==> src/rtl/dst_serializer_pkg.sv <==
// Shared types and sizing helpers for the dst column serializer.
// Optional parity beat is enabled with DST_SERIALIZER_PARITY_EN.
package dst_ser_pkg;

  typedef enum logic [1:0] {
    IDLE   = 2'd0,
    SHIFT  = 2'd1,
    PARITY = 2'd2
  } state_e;

  localparam int unsigned DEF_NUM_COLS = 32'd43;
  localparam int unsigned DEF_COL_W    = 32'd1;

  function automatic int unsigned total_bits(input int unsigned num_cols,
                                             input int unsigned col_w);
    return num_cols * col_w;
  endfunction

  // Counter must hold TOTAL itself after the final shift.
  function automatic int unsigned cnt_width(input int unsigned total);
    return $clog2(total + 32'd1);
  endfunction

endpackage

==> src/rtl/dst_serializer_if.sv <==
// Load/serial handshake bundle between the harness (master) and the serializer (slave).
interface dst_serializer_if #(
  parameter int unsigned NUM_COLS = 32'd43,
  parameter int unsigned COL_W    = 32'd1
);
  logic                        load_valid;
  logic                        load_ready;
  logic [NUM_COLS*COL_W-1:0]   dst_vec;
  logic                        sout;
  logic                        sout_valid;
  logic                        sout_ready;
  logic                        sout_last;
  logic                        busy;

  modport master (
    output load_valid, dst_vec, sout_ready,
    input  load_ready, sout, sout_valid, sout_last, busy
  );

  modport slave (
    input  load_valid, dst_vec, sout_ready,
    output load_ready, sout, sout_valid, sout_last, busy
  );
endinterface

==> src/rtl/dst_serializer.sv <==
// Captures the parallel dst columns and shifts them out LSB first, one bit per handshake.
// Define DST_SERIALIZER_PARITY_EN to append an even-parity beat to every frame.
module dst_serializer #(
  parameter int unsigned NUM_COLS = 32'd43,
  parameter int unsigned COL_W    = 32'd1
) (
  input  logic             clk,
  input  logic             rst_n,
  dst_serializer_if.slave  bus
);
  import dst_ser_pkg::*;

  localparam int unsigned       TOTAL    = total_bits(NUM_COLS, COL_W);
  localparam int unsigned       CNT_W    = cnt_width(TOTAL);
  localparam logic [CNT_W-1:0]  LAST_CNT = CNT_W'(TOTAL - 32'd1);

  state_e              state_r;
  state_e              state_s;
  logic [TOTAL-1:0]    sreg_r;
  logic [CNT_W-1:0]    cnt_r;
  logic                load_ready_s;
  logic                sout_s;
  logic                sout_valid_s;
  logic                sout_last_s;
`ifdef DST_SERIALIZER_PARITY_EN
  logic                par_r;
`endif

  // State register.
  always_ff @(posedge clk or negedge rst_n) begin
    if (!rst_n) begin
      state_r <= IDLE;
    end else begin
      state_r <= state_s;
    end
  end

  // Next-state decode; the last data beat leaves SHIFT only on acceptance.
  always_comb begin
    state_s = state_r;
    case (state_r)
      IDLE: begin
        if (bus.load_valid) state_s = SHIFT;
        else                state_s = IDLE;
      end
      SHIFT: begin
        if (bus.sout_ready && (cnt_r == LAST_CNT)) begin
`ifdef DST_SERIALIZER_PARITY_EN
          state_s = PARITY;
`else
          state_s = IDLE;
`endif
        end else begin
          state_s = SHIFT;
        end
      end
`ifdef DST_SERIALIZER_PARITY_EN
      PARITY: begin
        if (bus.sout_ready) state_s = IDLE;
        else                state_s = PARITY;
      end
`endif
      default: state_s = IDLE;
    endcase
  end

  // Shift register, beat counter and running parity.
  always_ff @(posedge clk or negedge rst_n) begin
    if (!rst_n) begin
      sreg_r <= '0;
      cnt_r  <= '0;
`ifdef DST_SERIALIZER_PARITY_EN
      par_r  <= 1'b0;
`endif
    end else begin
      case (state_r)
        IDLE: begin
          if (bus.load_valid) begin
            sreg_r <= bus.dst_vec;
            cnt_r  <= '0;
`ifdef DST_SERIALIZER_PARITY_EN
            par_r  <= 1'b0;
`endif
          end
        end
        SHIFT: begin
          if (bus.sout_ready) begin
            sreg_r <= sreg_r >> 1;
            cnt_r  <= cnt_r + CNT_W'(1);
`ifdef DST_SERIALIZER_PARITY_EN
            par_r  <= par_r ^ sreg_r[0];
`endif
          end
        end
        default: begin
          sreg_r <= sreg_r;
          cnt_r  <= cnt_r;
        end
      endcase
    end
  end

  // Outputs decoded from registered state only; sout_ready never reaches them.
  always_comb begin
    load_ready_s = 1'b0;
    sout_s       = 1'b0;
    sout_valid_s = 1'b0;
    sout_last_s  = 1'b0;
    case (state_r)
      IDLE: begin
        load_ready_s = 1'b1;
      end
      SHIFT: begin
        sout_valid_s = 1'b1;
        sout_s       = sreg_r[0];
`ifdef DST_SERIALIZER_PARITY_EN
        sout_last_s  = 1'b0;
`else
        sout_last_s  = (cnt_r == LAST_CNT);
`endif
      end
`ifdef DST_SERIALIZER_PARITY_EN
      PARITY: begin
        sout_valid_s = 1'b1;
        sout_s       = par_r;
        sout_last_s  = 1'b1;
      end
`endif
      default: begin
        load_ready_s = 1'b0;
      end
    endcase
  end

  assign bus.load_ready = load_ready_s;
  assign bus.busy       = ~load_ready_s;
  assign bus.sout       = sout_s;
  assign bus.sout_valid = sout_valid_s;
  assign bus.sout_last  = sout_last_s;

endmodule

==> src/flat_wrapper.sv <==
// flat-port wrapper written by rule: the top's interface ports become plain ports
module dst_serializer_flat import dst_ser_pkg::*;
#(
  parameter int unsigned NUM_COLS = 32'd43,
  parameter int unsigned COL_W    = 32'd1
)
  (clk, rst_n, bus_load_valid, bus_dst_vec, bus_sout_ready, bus_load_ready, bus_sout, bus_sout_valid, bus_sout_last, bus_busy);
  dst_serializer_if #(.NUM_COLS(NUM_COLS), .COL_W(COL_W)) bus_i ();
  input  logic clk;
  input  logic rst_n;
  input wire logic [$bits(bus_i.load_valid)-1:0] bus_load_valid;
  input wire logic [$bits(bus_i.dst_vec)-1:0] bus_dst_vec;
  input wire logic [$bits(bus_i.sout_ready)-1:0] bus_sout_ready;
  output wire logic [$bits(bus_i.load_ready)-1:0] bus_load_ready;
  output wire logic [$bits(bus_i.sout)-1:0] bus_sout;
  output wire logic [$bits(bus_i.sout_valid)-1:0] bus_sout_valid;
  output wire logic [$bits(bus_i.sout_last)-1:0] bus_sout_last;
  output wire logic [$bits(bus_i.busy)-1:0] bus_busy;
  assign bus_i.load_valid = bus_load_valid;
  assign bus_i.dst_vec = bus_dst_vec;
  assign bus_i.sout_ready = bus_sout_ready;
  assign bus_load_ready = bus_i.load_ready;
  assign bus_sout = bus_i.sout;
  assign bus_sout_valid = bus_i.sout_valid;
  assign bus_sout_last = bus_i.sout_last;
  assign bus_busy = bus_i.busy;
  dst_serializer #(.NUM_COLS(NUM_COLS), .COL_W(COL_W)) u_core (.clk(clk), .rst_n(rst_n), .bus(bus_i));
endmodule
==> config.mk <==
export PLATFORM = sky130hd
export DESIGN_NAME = dst_serializer_flat
export DESIGN_NICKNAME = d
export VERILOG_FILES = /design/src/rtl/dst_serializer_pkg.sv /design/src/rtl/dst_serializer_if.sv /design/src/rtl/dst_serializer.sv /design/src/flat_wrapper.sv
export SDC_FILE = /design/constraint.sdc
export NUM_CORES = 1
export LEC_CHECK = 0
export ABC_CLOCK_PERIOD_IN_PS = 3900
export BUFFER_PORTS_ARGS = -buffer_cell sky130_fd_sc_hd__buf_2
export CAP_MARGIN = 20
export CORE_MARGIN = 2
export CORE_UTILIZATION = 57
export CTS_CLUSTER_SIZE = 14
export DETAILED_ROUTE_END_ITERATION = 8
export PLACE_DENSITY = 0.85
export SETUP_SLACK_MARGIN = 0.5
export SLEW_MARGIN = 5
export SYNTH_ARGS = -nofsm -noshare
export SYNTH_HDL_FRONTEND = slang
export SYNTH_SLANG_ARGS = --single-unit
==> constraint.sdc <==
create_clock -name clk -period 3.9 [get_ports clk]
set_input_delay 0 -clock clk [delete_from_list [all_inputs] [get_ports clk]]
set_output_delay 0 -clock clk [all_outputs]
set_load 0.01 [all_outputs]
# Word-level counts from Yosys, hierarchy flattened
# Cells that the tools add are included.
[classes]
n_addsub = 1
n_eq_ne = 4
n_mux = 13
n_bitwise = 1
reduce_logical = 4
[op_table]
columns = ["cell", "n"]
rows = [
  ["$mux W43", 2],
  ["$pmux W43 S2", 1],
  ["$mux W6", 2],
  ["$pmux W6 S2", 1],
  ["$add A6 B1 Y6 const B", 1],
  ["$eq A6 B6 Y1 const B", 1],
  ["$mux W1", 6],
  ["$ne A2 B2 Y1 const B", 2],
  ["$pmux W2 S2", 1],
  ["$reduce_and A3 Y1", 1],
  ["$eq A2 B1 Y1 const B", 1],
  ["$logic_not A2 Y1", 1],
  ["$reduce_bool A2 Y1", 1],
  ["$logic_and A1 B1 Y1", 1],
  ["$not A1 Y1", 1],
]
[word_totals]
reg_bits = 51
inputBits = 47
out_inout_bits = 5
elab_cells = 26

# Depth between registers and ports, before layout
# Gate-level depths: netlist of the first run.
[depth]
depth_word = 4
depth_mapped = 5
depth_no_buf = 4

# Worst setup path before layout of the first run
# No wires, ideal clock.
[synth_timing]
path_type = "register to register"
startpoint = "register u_core.state_r[0]"
endpoint = "register u_core.sreg_r[18]"
setup_time_ps = 83
arrival_ps = 1299
required_ps = 3817
setup_slack_ps = 2518
path_stages_with_launch = 6
n_path_buf = 2
period_less_slack_ps = 1382
cell_sequence = "dfrtp_1 > mux2i_2 > buf_2 > buf_2 > nand2_1 > o21ai_0"
[synth_between]
elab_chain_len = 3
elab_cells_between_ends = 7
cone_classes = "eq/ne: 3; mux: 1; reduce/logical: 3"
[synth_rtl]
columns = ["item", "line", "rtl"]
rows = [
  ["start: declaration", "dst_serializer.sv:17", "state_e state_r;"],
  ["start signal: assignment", "dst_serializer.sv:34", "state_r <= state_s;"],
  ["$eq A2 B1 Y1 or $logic_not A2 Y1 (tied branches)", "dst_serializer.sv:76", "case (state_r)"],
  ["$ne A2 B2 Y1 (no source line) or $reduce_bool A2 Y1 (tied branches)", "n/a", ""],
  ["$reduce_and A3 Y1 (no source line)", "n/a", ""],
  ["end signal: assignment", "dst_serializer.sv:79", "sreg_r <= bus.dst_vec;"],
  ["end signal: assignment", "dst_serializer.sv:88", "sreg_r <= sreg_r >> 1;"],
  ["end signal: assignment", "dst_serializer.sv:96", "sreg_r <= sreg_r;"],
  ["end: declaration", "dst_serializer.sv:19", "logic [TOTAL-1:0] sreg_r;"],
]
# Parallel ways exist; a longest one is shown, timed or not.
# A chain may end at the register's enable or synchronous reset.

# Worst setup path in the final report of the first run
[layout_timing]
startpoint = "register u_core.state_r[0]"
endpoint = "register u_core.cnt_r[5]"
[layout_between]
elab_chain_len = 3
elab_cells_between_ends = 7
cone_classes = "eq/ne: 3; mux: 1; reduce/logical: 3"
[layout_rtl]
columns = ["item", "line", "rtl"]
rows = [
  ["$eq A2 B1 Y1 or $logic_not A2 Y1 (tied branches)", "dst_serializer.sv:76", ""],
  ["$ne A2 B2 Y1 (no source line) or $reduce_bool A2 Y1 (tied branches)", "n/a", ""],
  ["$reduce_and A3 Y1 (no source line)", "n/a", ""],
  ["end signal: assignment", "dst_serializer.sv:89", "cnt_r <= cnt_r + CNT_W'(1);"],
  ["end signal: assignment", "dst_serializer.sv:97", "cnt_r <= cnt_r;"],
  ["end: declaration", "dst_serializer.sv:20", "logic [CNT_W-1:0] cnt_r;"],
]
# Parallel ways exist; a longest one is shown, timed or not.

==> impl_results.md, run 1 <==
- Syn_area_per_cell: 10.52 um2
- Post-DR wirelength/cell: 13.08 um
- CP Capture Type: flip-flop
- H-tree depth: 2
- Power Total: 1081 uW
- Synth unique cells: 24
- Vias in the first global route: 1587
- DR iter-0 viols: 90
- Post-synth net total: 270
- Max Root-Sink Buffers: 2
- GRT Overall Usage: 20.65%
- Startpoint Class: flip-flop
- Sequential share of the synthesized area: 53.79%
- Setup ws final: 1.907 ns
- DR DRC count: 0
- Starting density of the core: 58.57%
- Root Buffer: clkbuf_8
- Setup Total Neg Slack: 0 ns
- First-pass iteration count of the detailed router: 4
- Clock Sink Count: 50
- Actual transition at the worst max-transition pin: 0.7463 ns
- CTS tree: done
- Total Die Area: 4608 um2
- Largest area contributor in the netlist: dfrtp_1
- Final period util: 51.09%
- Worst r2r src: u_core.state_r[0]
- Setup repair bufs after CTS: 0
- Yosys top cell area share: 53.79%
- Critical Path Source: u_core.state_r[0]
- Placed cell areas: 2606 um2
- Setup CP Type: flip-flop to flip-flop
- MaxCap Viol Count: 0
- Die Height: 67.88 um
- Critical path required time: 4.07 ns
- Critical-path maximum fanout: 50
- Hold Path Origin: bus_dst_vec[7]
- Design Area, Final: 2836 um2
- Vias: 1722
- GPL Wtd Cong: 0.7137
- Dpl ws: 1.939 ns
- Global-route wire length before repair: 7065 um
- Inserted Clock Buffers: 5
- Setup violators final: 0
- Ant. Diodes: 0
- Post-DP HPWL: 2787 um
- Synthesized cell area: 2326 um2
- Leakage power: 0.001601 uW
- WL final: 4368 um
- Initial antenna violation count: 0
- GRT Residual Overflow: 0
- Final Hold Vio Count: 2
- Later-pin clock latency in the skew report: 0.30 ns
- Slew HR: 50.25%
- Post-synthesis sequential element count: 50
- Failing checks: hold timing
- Area grow syn2layout: 21.95%
- Pin count of the biggest net entering global routing: 51
- Core region area: 3971 um2
- Die span in x: 67.88 um
- Pins Over Slew Limit: 0
- Post-Syn Instances: 221
- Achievable Freq: 501.8 MHz
- Final ANT Viol Nets: 0
- Clk slew on worst S/H paths: 0.09 ns
- Num rows: 23
- Power per cell area: 380.9 nW/um2
- Hold slack: -0.003626 ns
- Worst ir drop on vdd: 0.2450 mV
- Skew final: 0.006803 ns
- Worst hold path class: input pin to flip-flop
- # IOs: 52
- Min Tclk post-route: 1.993 ns
- Net count, final: 332
- Worst EP arrival: 2.16 ns
- Syn. warnings: 0
- Ranking of synthesized cells by area: dfrtp_1 (54%), mux2i_1 (19%), o21ai_0 (9.3%), nand2_1 (7.7%), buf_4 (1.3%)
- Port buffer count: 51
- Status: finished, violations left
- Layout cell share with drive strength beyond 1: 21.83%
- Vias/cell: 5.156
- RSZ-0062 raised after global routing: false
metal layers:
layer | GRT usage [%] | part of all wire, % | up-vias
li1 | - | - | 892
met1 | 26.08 | 45 | 786
met2 | 35.29 | 49 | 36
met3 | 4.276 | 4.0 | 8
met4 | 7.500 | 1.6 | 0
met5 | 0 | 0 | -
cells by family (layout without fill, tap and decap cells):
| family | after synthesis | after routing | share of synthesized area (%) |
|---|---|---|---|
| simple gates | 57 | 57 | 10.22 |
| compound gates | 50 | 50 | 11.73 |
| flops | 50 | 50 | 53.79 |
| mux | 45 | 45 | 19.53 |
| buf+inv | 17 | 80 | 3.658 |
| fa+ha+maj | 2 | 2 | 1.076 |
synthesized netlist by cell type:
master,instances
a21o_1,1
a32o_1,1
and2_1,2
buf_2,5
buf_4,4
clkbuf_1,6
dfrtp_1,50
ha_1,2
inv_1,2
mux2i_1,44
mux2i_2,1
nand2_1,48
nand2b_1,1
nand3_1,1
nand4_1,2
nand4b_1,1
nor3_1,1
nor3b_1,1
o21ai_0,43
o21ai_1,1
o21bai_1,1
o311ai_0,1
o32a_1,1
o41ai_1,1
worst max-delay path: stages (launching register included):
cell and delay [ns]:
dfrtp_2 0.40, buf_4 0.62, nand2_1 0.30, o311ai_0 0.40
o41ai_1 0.13
stage by stage:
step	hold slack (ns)	instances	utilization, %
after detailed placement	0.1398	311	65.63
after floorplan	-0.2956	221	-
after global routing	0.007207	334	71.42
after CTS	0.001730	334	71.42
final	-0.003626	334	71.42
after global placement	0.1383	311	65.63
report_power, final:
group / leakage (uW) / internal, uW / total (uW) / switching [uW]
clock network: 0.0000395 / 128 / 285 / 157
logic: 0.000894 / 81.2 / 158 / 77.1
registers: 0.000668 / 585 / 638 / 53.2
total: 0.00160 / 793 / 1080 / 287
registers in the layout (all words and copies together), names as in the netlist:
| register | flops |
|---|---|
| u_core.cnt_r | 6 |
| u_core.sreg_r | 43 |
| u_core.state_r | 1 |
final timing paths:
check,to,slack (ns),depth (start not counted)
setup / recovery,u_core.cnt_r[5],1.91,4
hold / removal,u_core.sreg_r[7],-0.004,3
hold reg to reg,u_core.sreg_r[20],0.49,2
max in group asynchronous,u_core.state_r[0],3.12,3
min in group asynchronous,u_core.sreg_r[13],0.33,3
setup reg to reg,u_core.cnt_r[5],1.91,4
repair_timing:
action	in CTS	in global routing
gates resized for setup	0	0
endpoints found under the hold margin	64	0
hold buffers	15	0
layout by cell type, fill, tap and decap left out:
cell and instances:
a32o_1 1, o21ai_1 1, clkbuf_8 5, buf_4 4
mux2i_4 1, nand4_1 2, dlygate4sd3_1 15, nand2_1 48
o32a_1 1, nand2b_1 1, dfrtp_1 49, ha_1 2
dfrtp_2 1, o311ai_0 1, nor3_1 1, buf_2 51
o21bai_1 1, nor3b_1 1, mux2i_1 44, inv_1 2
o41ai_1 1, and2_1 2, o21ai_0 43, a21o_1 1
clkbuf_1 3, nand4b_1 1, nand3_1 1
final cells by class:
| type | count | area [um2] |
|---|---|---|
| Fill cell | 295 | 1135 |
| Clock buffer | 8 | 80.08 |
| Inverter | 2 | 7.507 |
| Sequential cell | 50 | 1252 |
| Multi-Input combinational cell | 154 | 998.5 |
| Timing Repair Buffer | 70 | 435.4 |
| Tap cell | 50 | 62.56 |
Note: power is estimated with default switching activity, not from simulation.
==> run 2: changes to the inputs <==
ABC_CLOCK_PERIOD_IN_PS = 1800   (was 3900)
CORE_UTILIZATION = 48   (was 57)
PLACE_DENSITY = 0.77   (was 0.85)
clock period = 1.8 ns   (was 3.9 ns; I/O delays follow)
==> run 2 against run 1 <==
Compared with the run above:
- sequential cell count is the same
- worst hold slack lost 0.030 ns
- the flow still finishes with violations (hold timing)
- clock skew grew 0.0029 ns
- clock power grew 140%
- design area grew 27%
==> impl_results.md, run 2 (synthesis gave the netlist of run 1 again) <==
- Slowest-stage cell, CP: dfrtp_2
- Vias: 2058 (+20%)
- Final Hold Vio Count: 8 (+6)
- Non-filler cells, final: 373 (+12%)
- Layout cell share with drive strength beyond 1: 46.39% (+25 points)
- Actual transition at the worst max-transition pin: 0.7363 ns (-0.009934 ns)
- Later-pin clock latency in the skew report: 0.31 ns (about the same)
- Die Height: 73.61 um (+8.4%)
- Post-DR wirelength/cell: 18.03 um (+38%)
- Worst hold path class: input pin to flip-flop
- Clock Sink Count: 50 (unchanged)
- GRT Residual Overflow: 0 (unchanged)
- Ant. Diodes: 0 (unchanged)
- Pin count of the biggest net entering global routing: 34 (-33%)
- Clk slew on worst S/H paths: 0.10 ns (about the same)
- MaxCap Viol Count: 0 (unchanged)
- Min Tclk post-route: 1.461 ns (-0.5316 ns)
- Setup violators final: 0 (unchanged)
- Setup ws final: 0.3390 ns (-1.568 ns)
- H-tree depth: 2 (unchanged)
- Initial antenna violation count: 0 (unchanged)
- GRT Overall Usage: 18.83% (-1.8 points)
- DR DRC count: 0 (unchanged)
- Largest register FFs: 43 (unchanged)
- Fillcell total: 280 (-5.1%)
- RSZ-0062 raised after global routing: true
- Die span in x: 73.61 um (+8.4%)
- Vias in the first global route: 1764 (+11%)
- Setup Total Neg Slack: 0 ns (unchanged)
- Net count, final: 367 (+11%)
- CP bufs+invs: 2 (+1)
- Vias/cell: 5.517 (+7.0%)
- Startpoint Class: flip-flop
- Switching share of power: 29.78% (+3.2 points)
- Critical Path Source: u_core.state_r[0]
- Port buffer count: 51 (unchanged)
- Clock share of power: 25.6% (-0.7 points)
- Top reg by flops: u_core.sreg_r
- Seq. cell area: 1252 um2 (unchanged)
- Most common cell after layout, fill and taps aside: buf_2
- # IOs: 52 (unchanged)
- Worst EP arrival: 1.69 ns (-0.47 ns)
- Delay-heaviest family, CP: flip-flops
- Pint: 1893 uW (+140%)
- Largest regs: u_core.sreg_r: 43 flops, u_core.cnt_r: 6 flops, u_core.state_r: 1 flops
- Max Root-Sink Buffers: 2 (unchanged)
- Area grow syn2layout: 54.87%
- NetSw: 802.8 uW (+180%)
- Final ANT Viol Nets: 0 (unchanged)
- Global-route wire length before repair: 7879 um (+12%)
- Failing checks: hold timing
- Hold slack: -0.03393 ns (-0.03030 ns)
- Final period util: 81.17% (+30 points)
- Crit-path max cell delay: 0.50 ns (-0.12 ns)
- Pins Over Slew Limit: 0 (unchanged)
- Most frequent cells in the layout: buf_2 (51), dfrtp_1 (49), mux2i_1 (44)
- Crit path cell chain: mux2i_4 > buf_6 > clkbuf_16 > nand2_4 > o21ai_1
- Leakage power: 0.002038 uW (+27%)
- Placed Cells: 317 (+1.9%)
- Power per cell area: 748.3 nW/um2 (+96%)
- Post-DP HPWL: 3068 um (+10%)
- Hold Path Origin: bus_dst_vec[3]
- Status: finished, violations left
- WL final: 6726 um (+54%)
- Num rows: 25 (+8.7%)
- Core region area: 4692 um2 (+18%)
- Starting density of the core: 49.57% (-9.0 points)
- Total Die Area: 5418 um2 (+18%)
- DR iter-0 viols: 121 (+34%)
- Part of the power in registers: 52.5% (-6.5 points)
- Core Util, Final: 76.77% (+5.3 points)
- Critical path required time: 2.03 ns (-2.04 ns)
- Achievable Freq: 684.5 MHz (+36%)
- Slew HR: 50.91% (+0.66 points)
- Setup CP Type: flip-flop to flip-flop
- Skew final: 0.009751 ns (+0.002948 ns)
- CTS tree: done
- Worst ir drop on vdd: 0.6124 mV (+150%)
- Gate power share: 21.9% (+7.2 points)
- Area of the multi-input gates: 1259 um2 (+26%)
- GPL Wtd Cong: 0.7379 (+3.4%)
- CP Capture Type: flip-flop
- Root Buffer: clkbuf_8
- Critical-path maximum fanout: 8 (-84%)
- First-pass iteration count of the detailed router: 4 (unchanged)
- Inserted Clock Buffers: 5 (unchanged)
- Dpl ws: 0.3919 ns (-1.547 ns)
- Worst r2r src: u_core.state_r[0]
==> run 2: cell count changes in the layout (fill, tap and decap cells not counted), sizes merged <==
cell,previous run,this run
clkinv,0,1
buf,55,72
clkbuf,8,13
dlygate4sd3,15,27
==> run 2: area by class of cell <==
| class | count | area share (%) |
|---|---|---|
| multi-input cells | 154 | 34.94 |
| flip-flops and latches | 50 | 34.77 |
| repair buffers | 105 | 25.67 |
| clock buffers | 7 | 2.397 |
| well taps | 54 | 1.876 |
| inverters | 2 | 0.2084 |
| clock inverters | 1 | 0.1389 |
==> run 2: per-stage QoR <==
step / cell area, um2 / power [uW]
2_1_floorplan: 2330 / 1575
3_3_place_gp: 2651 / 1714
3_5_place_dp: 2651 / 1734
4_1_cts: 3023 / 2454
5_1_grt: 3602 / 2821
6_report: 3602 / 2696
==> run 2: worst register-to-register path, stage by stage, from the launching register on <==
cell       delay (ns)
dfrtp_2          0.50
mux2i_4          0.37
buf_6            0.19
clkbuf_16        0.18
nand2_4          0.06
o21ai_1          0.09
==> run 2: power by group through the flow <==
stage	logic [uW]	clock network [uW]	registers, uW
2_1_floorplan	205	0	1370
3_3_place_gp	316	0	1400
3_5_place_dp	331	0	1400
4_1_cts	409	676	1370
5_1_grt	646	748	1430
6_report	592	690	1410
==> run 2: timing repair <==
item	CTS	global route
setup endpoints to repair	44	47
resized for setup	2	125
pin swaps	0	44
hold endpoints to repair	48	9
setup buffers	8	3
hold buffers	18	9
cloned	1	9
==> run 2: final timing paths <==
path / to / cells past startpoint / slack [ns]
worst max-delay path: u_core.sreg_r[35] / 5 / 0.34
worst min-delay path: u_core.sreg_r[3] / 3 / -0.03
worst max register to register: u_core.sreg_r[35] / 5 / 0.34
worst min register to register: u_core.sreg_r[28] / 2 / 0.49
max in group asynchronous: u_core.sreg_r[22] / 3 / 0.86
min in group asynchronous: u_core.sreg_r[34] / 2 / 0.28
==> run 2: per-layer routing <==
layer / GRT usage, % / vias up / share of wire [%]
met5: 0 / - / 0
li1: - / 967 / -
met2: 31.45 / 52 / 53
met1: 24.84 / 1025 / 41
met4: 5.455 / 0 / 2.2
met3: 3.841 / 14 / 3.4
==> run 3: changes to the inputs <==
ABC_CLOCK_PERIOD_IN_PS = 1500   (was 1800)
CORE_UTILIZATION = 53   (was 48)
PLACE_DENSITY = 0.8   (was 0.77)
clock period = 1.5 ns   (was 1.8 ns; I/O delays follow)
==> run 3 against run 2 <==
Compared with the run above:
- the flow finishes with violations (setup timing)
- routed wire length is 6.2% higher
- critical path depth stayed put
- clock power is 38% higher
- sequential power is 21% higher
- largest cell class is now sequential cells
- largest power group unchanged
- highest routed layer unchanged
==> impl_results.md, run 3 (synthesis gave the netlist of run 1 again) <==
- Setup ws final: -0.01609 ns (-0.3551 ns)
- Die Height: 70.25 um (-4.6%)
- Leakage power: 0.001912 uW (-6.2%)
- Global-route wire length before repair: 9915 um (+26%)
- Gate power share: 20.9% (-1.0 points)
- Most common cell after layout, fill and taps aside: buf_2
- Pins Over Slew Limit: 0 (unchanged)
- Final Hold Vio Count: 0 (-8)
- Vias: 2177 (+5.8%)
- DR DRC count: 0 (unchanged)
- GPL Wtd Cong: 0.7246 (-1.8%)
- Pint: 2381 uW (+26%)
- Root Buffer: clkbuf_8
- Most frequent cells in the layout: buf_2 (49), dfrtp_1 (48), nand2_1 (46)
- Total Die Area: 4934 um2 (-8.9%)
- GRT Residual Overflow: 0 (unchanged)
- Post-DP HPWL: 3080 um (+0.37%)
- Worst-case hold path end point: u_core.sreg_r[27]
- Power per cell area: 945.0 nW/um2 (+26%)
- Worst hold path class: input pin to flip-flop
- Crit path cell chain: inv_1 > ha_1 > nand4b_1 > nor3_2 > buf_2
- Min Tclk post-route: 1.516 ns
- Critical-path maximum fanout: 2 (-6)
- Worst ir drop on vdd: 0.7429 mV (+21%)
- Vias in the first global route: 2155 (+22%)
- Top reg by flops: u_core.sreg_r
- Worst EP arrival: 1.52 ns (-0.17 ns)
- Skew final: 0.01479 ns (+0.005041 ns)
- # IOs: 52 (unchanged)
- CP Capture Type: output port
- MaxCap Viol Count: 0 (unchanged)
- Setup violators final: 1 (+1)
- Max Root-Sink Buffers: 2 (unchanged)
- Clk slew on worst S/H paths: 0.09 ns (about the same)
- Post-DR wirelength/cell: 18.90 um (+4.8%)
- NetSw: 971.9 uW (+21%)
- Vias/cell: 5.759 (+4.4%)
- Largest register FFs: 43 (unchanged)
- Clock share of power: 28.3% (+2.7 points)
- Crit-path max cell delay: 0.40 ns (-0.10 ns)
- R2R cell count: 5 (unchanged)
- Initial antenna violation count: 0 (unchanged)
- Final ANT Viol Nets: 0 (unchanged)
- Core region area: 4294 um2 (-8.5%)
- Status: finished, violations left
- CTS tree: done
- Num rows: 24 (-4.0%)
- Critical path required time: 1.50 ns (-0.53 ns)
- Hold slack: 0.006466 ns (+0.04039 ns)
- Register-to-register setup slack: 0.03 ns (-0.31 ns)
- Final period util: 101.1%
- H-tree depth: 2 (unchanged)
- WL final: 7145 um (+6.2%)
- Power Total: 3353 uW (+24%)
- Layout cell share with drive strength beyond 1: 30.37% (-16 points)
- Failing checks: setup timing
- Net count, final: 374 (+1.9%)
- Startpoint Class: flip-flop
- Area grow syn2layout: 52.55%
- Depth of the worst hold-timing path: 3 (unchanged)
- Starting density of the core: 54.17% (+4.6 points)
- Achievable Freq: 659.6 MHz
- Actual transition at the worst max-transition pin: 0.5076 ns (-0.2287 ns)
- Inserted Clock Buffers: 5 (unchanged)
- Core Util, Final: 82.63% (+5.9 points)
- Later-pin clock latency in the skew report: 0.31 ns (about the same)
- Part of the power in registers: 50.8% (-1.7 points)
- First-pass iteration count of the detailed router: 4 (unchanged)
- Ant. Diodes: 0 (unchanged)
- Fillcell total: 222 (-21%)
- Switching share of power: 28.98% (-0.80 points)
- Port buffer count: 51 (unchanged)
- Reg2Reg Capture Point: u_core.state_r[0]
- Dpl ws: 0.1892 ns (-0.2027 ns)
- Die span in x: 70.25 um (-4.6%)
- GRT Overall Usage: 25.67% (+6.8 points)
- Hold Path Origin: bus_dst_vec[27]
- Clock Sink Count: 50 (unchanged)
- Setup CP Type: flip-flop to output port
- Slew HR: 66.16% (+15 points)
- Worst r2r src: u_core.cnt_r[0]
- Pin count of the biggest net entering global routing: 37 (+8.8%)
- Slowest-stage cell, CP: dfrtp_1
- DR iter-0 viols: 171 (+41%)
- RSZ-0062 raised after global routing: true
- Largest regs: u_core.sreg_r: 43 flops, u_core.cnt_r: 6 flops, u_core.state_r: 1 flops
[run 3: metrics by stage]
step	cells	area [um2]	setup TNS, ns
after floorplan	221	2411	0
after global placement	316	2671	0
after detailed placement	316	2671	0
after CTS	371	3369	0
after global routing	378	3548	-0.02190
final	378	3548	-0.01609
[run 3: worst max-delay path, delay by kind of cell (launching register included)]
family | cells | cell delay [ns]
adders and majority gates | 1 | 0.17
buffers and inverters | 2 | 0.22
DFF | 1 | 0.40
and+or+nand+nor | 2 | 0.41
[run 3: layer usage]
| metal | up-vias | wire length (um) | GRT usage (%) |
|---|---|---|---|
| met5 | - | 0 | 0 |
| li1 | 981 | - | - |
| met1 | 1073 | 2782 | 32.14 |
| met3 | 20 | 486 | 6.205 |
| met4 | 0 | 187 | 7.906 |
| met2 | 103 | 3689 | 43.92 |
[run 3: how the worst max path moves through the flow]
| stage | cells after the start | start | slack [ns] | to |
|---|---|---|---|---|
| 2_1_floorplan | 4 | u_core.state_r[0] | 0.28 | u_core.cnt_r[2] |
| 3_3_place_gp | 4 | u_core.state_r[0] | 0.23 | u_core.cnt_r[3] |
| 3_5_place_dp | 3 | u_core.state_r[0] | 0.19 | u_core.sreg_r[35] |
| 4_1_cts | 5 | u_core.cnt_r[0] | 0.18 | bus_sout_last |
| 5_1_grt | 5 | u_core.cnt_r[0] | -0.02 | bus_sout_last |
| 6_report | 5 | u_core.cnt_r[0] | -0.02 | bus_sout_last |
[run 3: repair_timing]
item | in CTS | in global routing
hold buffers | 34 | 0
buffers inserted | 11 | 2
pin swaps | 3 | 2
gates cloned | 2 | 5
setup endpoints to repair | 55 | 55
endpoints found under the hold margin | 52 | 0
gates resized for setup | 24 | 9
[run 3: layout make-up]
type	instances	area, um2	share of cell area [%]
timing repair buffer	112	1020	28.74
clock inverter	1	30.03	0.8463
tap	52	65.06	1.834
inverter	2	15.01	0.4231
clock buffer	7	76.32	2.151
sequential	50	1254	35.33
multi-input combinational	154	1089	30.68
[run 3: power by group through the flow]
stage	Combinational, uW	Sequential [uW]	Clock [uW]
detailed placement	415	1680	0
global placement	398	1670	0
CTS	587	1660	939
global route	757	1720	1020
floorplan	275	1650	0
finish	702	1700	949
